## config.mk

```make
export PLATFORM = sky130hd
export DESIGN_NAME = modbus_frame_tx
export DESIGN_NICKNAME = d
export VERILOG_FILES = /design/src/rtl/modbus_frame_tx.sv
export SDC_FILE = /design/constraint.sdc
export NUM_CORES = 1
export LEC_CHECK = 0
export BUFFER_PORTS_ARGS = -buffer_cell sky130_fd_sc_hd__buf_2
export CAP_MARGIN = 20
export CORE_MARGIN = 2
export CORE_UTILIZATION = 30
export DETAILED_ROUTE_END_ITERATION = 16
export MAX_ROUTING_LAYER = met4
export PLACE_DENSITY = 0.46
export SETUP_SLACK_MARGIN = 0.2
export SLEW_MARGIN = 10
export SYNTH_ARGS = -nofsm -noshare
export SYNTH_HDL_FRONTEND = slang
export SYNTH_SLANG_ARGS = --single-unit
```

## constraint.sdc

```tcl
create_clock -name clk_in -period 3.7 [get_ports clk_in]
set_input_delay 0.185 -clock clk_in [delete_from_list [all_inputs] [get_ports clk_in]]
set_output_delay 0.185 -clock clk_in [all_outputs]
set_load 0.01 [all_outputs]
```

## src/rtl/modbus_frame_tx.sv

```systemverilog
// modbus_frame_tx -- Modbus RTU frame transmitter for the slave datapath.
//
// Buffers up to MAX_LEN payload bytes, folds each accepted byte into a
// CRC-16/MODBUS, then feeds payload + CRC (low byte first) to uart_byte_tx
// one byte per tx_start/tx_done handshake. After the last byte it holds off
// for the 3.5-character silent interval before the next frame is accepted.
//
// Ports:
//   clk_in      system clock
//   rst_in      synchronous active-high reset
//   wr_en       payload byte write strobe (accepted in IDLE with room left)
//   wr_data     payload byte
//   send        start the buffered frame (level, acted on in IDLE only)
//   tx_done     one-cycle done pulse from uart_byte_tx
//   tx_start    one-cycle start pulse to uart_byte_tx
//   tx_data     byte to uart_byte_tx, stable from tx_start until tx_done
//   busy        high in every state except IDLE
//   frame_done  one-cycle pulse on the last cycle of the silent interval
//   wr_err      one-cycle pulse, cycle after a dropped write
//   byte_cnt    payload bytes currently buffered
//
// state | meaning
// ------+---------------------------------------------------------------
// IDLE  | accepting writes, waiting for send with a non-empty frame
// START | tx_start pulse for the byte latched in tx_data
// WAIT  | byte in flight, waiting for tx_done
// GAP   | silent-interval down-counter, frame_done on terminal count

module modbus_frame_tx #(
  parameter int CLK_FREQ  = 50000000,
  parameter int BAUD_RATE = 115200,
  parameter int MAX_LEN   = 8,
  parameter int CRC_EN    = 1,
  localparam int CNT_W    = $clog2(MAX_LEN + 1)
) (
  input  logic             clk_in,
  input  logic             rst_in,
  input  logic             wr_en,
  input  logic [7:0]       wr_data,
  input  logic             send,
  input  logic             tx_done,
  output logic             tx_start,
  output logic [7:0]       tx_data,
  output logic             busy,
  output logic             frame_done,
  output logic             wr_err,
  output logic [CNT_W-1:0] byte_cnt
);

  localparam int IDX_W   = $clog2(MAX_LEN);
  localparam int BIT_CYC = CLK_FREQ / BAUD_RATE;
  localparam int GAP_CYC = BIT_CYC * 77 / 2;
  localparam int GAP_W   = (GAP_CYC > 1) ? $clog2(GAP_CYC) : 1;

  typedef enum logic [1:0] {S_IDLE, S_START, S_WAIT, S_GAP} state_t;

  state_t             state, state_nxt;
  logic [7:0]         buf_mem [MAX_LEN];
  logic [CNT_W-1:0]   byte_cnt_r;
  logic [IDX_W-1:0]   idx;
  logic [15:0]        crc;
  logic [1:0]         crc_ph;     // 0 payload, 1 CRC low in flight, 2 CRC high in flight
  logic [7:0]         tx_data_r;
  logic [GAP_W-1:0]   gap_cnt;
  logic               wr_err_r;

  logic               wr_ok;
  logic [CNT_W-1:0]   idx_inc;
  logic               more;
  logic               crc_left;
  logic               gap_tc;

  function automatic logic [15:0] crc_byte(input logic [15:0] c, input logic [7:0] d);
    logic [15:0] r;
    r = c ^ {8'h00, d};
    for (int i = 0; i < 8; i++) begin
      r = r[0] ? ((r >> 1) ^ 16'hA001) : (r >> 1);
    end
    return r;
  endfunction

  assign wr_ok    = wr_en && (state == S_IDLE) && (byte_cnt_r < CNT_W'(MAX_LEN));
  assign idx_inc  = CNT_W'(idx) + CNT_W'(1);
  assign more     = idx_inc < byte_cnt_r;
  assign crc_left = (CRC_EN != 0) && (crc_ph != 2'd2);
  assign gap_tc   = (gap_cnt == '0);

  always_ff @(posedge clk_in) begin
    if (rst_in) begin
      state <= S_IDLE;
    end else begin
      state <= state_nxt;
    end
  end

  always_comb begin
    state_nxt = state;
    case (state)
      S_IDLE:  if (send && ((byte_cnt_r != '0) || wr_ok)) state_nxt = S_START;
      S_START: state_nxt = S_WAIT;
      S_WAIT:  if (tx_done) state_nxt = (more || crc_left) ? S_START : S_GAP;
      S_GAP:   if (gap_tc) state_nxt = S_IDLE;
      default: state_nxt = S_IDLE;
    endcase
  end

  // Payload storage carries no reset; byte_cnt alone defines what is valid.
  always_ff @(posedge clk_in) begin
    if (wr_ok) begin
      buf_mem[byte_cnt_r[IDX_W-1:0]] <= wr_data;
    end
  end

  always_ff @(posedge clk_in) begin
    if (rst_in) begin
      byte_cnt_r <= '0;
      idx        <= '0;
      crc        <= 16'hFFFF;
      crc_ph     <= 2'd0;
      tx_data_r  <= 8'h00;
      gap_cnt    <= '0;
      wr_err_r   <= 1'b0;
    end else begin
      wr_err_r <= wr_en && !wr_ok;
      if (wr_ok) begin
        byte_cnt_r <= byte_cnt_r + CNT_W'(1);
        crc        <= crc_byte(crc, wr_data);
      end
      case (state)
        S_IDLE: begin
          if (state_nxt == S_START) begin
            idx    <= '0;
            crc_ph <= 2'd0;
            // An empty buffer means the first byte is arriving this very cycle.
            tx_data_r <= (byte_cnt_r == '0) ? wr_data : buf_mem[0];
          end
        end
        S_WAIT: begin
          if (tx_done) begin
            if (more) begin
              idx       <= idx_inc[IDX_W-1:0];
              tx_data_r <= buf_mem[idx_inc[IDX_W-1:0]];
            end else if (crc_left && (crc_ph == 2'd0)) begin
              tx_data_r <= crc[7:0];
              crc_ph    <= 2'd1;
            end else if (crc_left) begin
              tx_data_r <= crc[15:8];
              crc_ph    <= 2'd2;
            end else begin
              gap_cnt <= GAP_W'(GAP_CYC - 1);
            end
          end
        end
        S_GAP: begin
          if (gap_tc) begin
            byte_cnt_r <= '0;
            idx        <= '0;
            crc        <= 16'hFFFF;
            crc_ph     <= 2'd0;
          end else begin
            gap_cnt <= gap_cnt - GAP_W'(1);
          end
        end
        default: ;
      endcase
    end
  end

  assign tx_start   = (state == S_START);
  assign busy       = (state != S_IDLE);
  assign frame_done = (state == S_GAP) && gap_tc;
  assign tx_data    = tx_data_r;
  assign wr_err     = wr_err_r;
  assign byte_cnt   = byte_cnt_r;

endmodule

```

==> metrics.txt <==
Avg Inst Size Synth=11.3 um^2; CTS Hold Buffers Added=0; Post-synth ARST share=0%; Arr. time, crit path=about 3.6 ns; routed wire length=approximately 14000 um; post-synthesis cell type count=between 60 and 70; Core Util, Final=between 30 and 40%; Vias/cell=roughly 5; Worst slew margin=between 30% and 40%; Hold WC Path Type=primary input to register; post-CTS setup buffers=0; startpoint types=register; top post-synthesis cells by area=edfxtp_1 35%, dfxtp_1 19%, nand2_1 4.4%; Std-Cell Core Area=roughly 18000 um^2; root buffer cell=clkbuf_16; Worst Skew=0.0109 ns; worst-case clock buffer depth=2; Horiz. Die Dim=139 um; max_cap viols=0; die height=139 um; number of flops mapped to enable cells by yosys=64; WL met2=around 6900 um; Syn Nets=about 510; Worst Tran Pin Value=between 1 and 1.5 ns; clock-pin slew on the worst setup and hold paths=roughly 0.06 ns; final-report setup violation count=0; final worst setup slack=0.399 ns; Pre-Repair DR Iteration Count=5; power per cell area=between 500 and 600 nW/um^2; worst hold slack=about 0.065 ns; Post-Syn Instances=slightly below 500; # H-tree levels=4; Leak Pwr=between 2 and 2.5 nW; Final Critical Period=between 3 and 4 ns; Slew Viols, Final=0; worst path required time=4.01 ns; layout cells sized above 1=between 10% and 20%; die area=19400 um^2; Hold Crit Depth=2; Via Count=between 3k and 4k; largest area contributor in the netlist=edfxtp_1; Worst setup EP type=register; max incr delay on CP=around 0.71 ns; Area Growth Syn to Fin=18.4%; largest net degree at the start of global routing=31; R2R depth=8; CTS tree=done; TritonCTS buffer count=17; FP Rows=49; Final ANT Viol Nets=0; initial antenna violation count=0; Layout Nets=about 540; fin crit share=approximately nine tenths; met3 routed WL=~530 um; Met1 Wirelength=approximately 6700 um; ant diodes=0; Worst path slowest cell=xnor2_2; most frequent cells after synthesis=65 x nand2_1, 64 x edfxtp_1, 51 x dfxtp_1; Yosys warnings=0; CP Cell Sequence=ha_1, xnor2_2, inv_2, ha_1, o211a_1, nor3_2, o2111ai_1, a311oi_1; kind of critical path=register to register; clk_lat worst skew=0.42 ns; post-DP HPWL=between 9000 and 10000 um; initial core utilization=a little under a third; outcome=finished, final reports clean; CTS sink cnt=115; Inst Count DP=around 730; Filler cells=~1.8k; # port buffers=28; RSZ-0062 raised after global routing=no; count of state elements after synthesis=roughly 120; # DRC=0; post-layout instance count excluding filler cells=about 760; vias in the first global route=a little under 4k; first-pass GRT wire length=about 23000 um; f_max=roughly 0.3 GHz; DR top layer=met4; Post-synth top flop=edfxtp_1; Fin. Hold Viols=0; grt ovf=0; Top Ports=29; synthesized cell area=5500 um^2; post-synth top area share=approximately a third; critical path peak fanout=18; 1st-iter DRT viols=297; Crit path top cell by count=ha_1; PostCTS Resize Cnt=0; final RePlAce weighted congestion=between 0.7 and 0.8; routed len/inst=between 15 and 20 um; register area share after synthesis=a little over half; Overall Global Routing Usage=about 16%; pre-CTS setup slack=around 0.45 ns; setup TNS=0 ns; count leader, synth=nand2_1; peak supply drop=~420 uV
## critical path, delay by kind of cell (launching register included)
kind            cells  cell delay, ns
buf+inv             1            0.08
xor+xnor            1            0.71
compound gates      3            0.89
fa+ha+maj           2            0.57
flops               1            0.36
simple gates        1            0.60
## power breakdown
group	switching [mW]	total, mW	leakage, nW	internal, mW
clock network	0.659	1.74	0.302	1.09
logic	0.272	0.526	1.09	0.253
registers	0.0693	1.49	0.997	1.43
## layer usage
| layer | track usage [%] | vias to the layer above |
|---|---|---|
| met5 | - | - |
| met4 | 5.90 | 0 |
| met3 | 3.44 | 12 |
| met2 | 24.8 | 74 |
| met1 | 20.3 | 1925 |
| li1 | - | 1909 |
## cell families after synthesis
group                    synth area share, %
buffers and inverters                   3.39
multiplexers                            8.00
AND/OR/NAND/NOR                         16.0
AO/OA/AOI/OAI                           12.3
adder cells (fa/ha/maj)                 1.59
XOR/XNOR                                5.27
flip-flops                              53.5
## per-stage QoR
stage          cell area [um^2]  power (mW)
4_1_cts                    6520        3.80
5_1_grt                    6520        3.93
3_3_place_gp               5890        2.04
3_5_place_dp               5890        2.05
2_1_floorplan              5500        1.90
6_report                   6520        3.77
## worst paths after layout
path,from,endpoint,slack (ns)
hold reg to reg,gap_cnt[14]$_SDFFE_PP0P_,gap_cnt[14]$_SDFFE_PP0P_,0.47
setup reg to reg,idx[0]$_SDFFE_PP0P_,tx_data[2]$_SDFFE_PP0P_,0.40
hold / removal,wr_en,wr_err$_SDFF_PP0_,0.06
setup / recovery,idx[0]$_SDFFE_PP0P_,tx_data[2]$_SDFFE_PP0P_,0.40
## cells in the final DEF, fill, tap and decap left out, types with 7 or more instances in the layout
master	Yosys	final
or3_1	9	9
mux2_2	8	8
o211ai_1	9	9
a311oi_1	16	16
nor3_1	12	12
buf_2	7	28
inv_1	12	12
o2111ai_1	8	8
dfxtp_1	51	51
nor2_1	24	24
xnor2_1	14	14
mux4_2	8	8
ha_1	7	7
clkbuf_16	0	17
mux2i_1	17	17
buf_4	2	13
nand3_1	40	40
nand2_1	65	65
edfxtp_1	64	64
a21oi_1	21	21
## sequential cells by signal, summed over array words and instances, names as in the netlist
register and cells:
crc_ph 2, crc 16, wr_err 1, tx_data 8, state 2, byte_cnt 4, gap_cnt 15, buf_mem 64
idx 3
## cell type report
type,instances,area (um^2),share of cell area (%)
flip-flops and latches,115,2940,45.2
multi-input cells,333,2370,36.4
clock inverters,14,193,2.96
well taps,229,287,4.40
inverters,14,52.6,0.806
repair buffers,41,238,3.65
clock buffers,18,429,6.59
(Power assumes the default switching activity.)
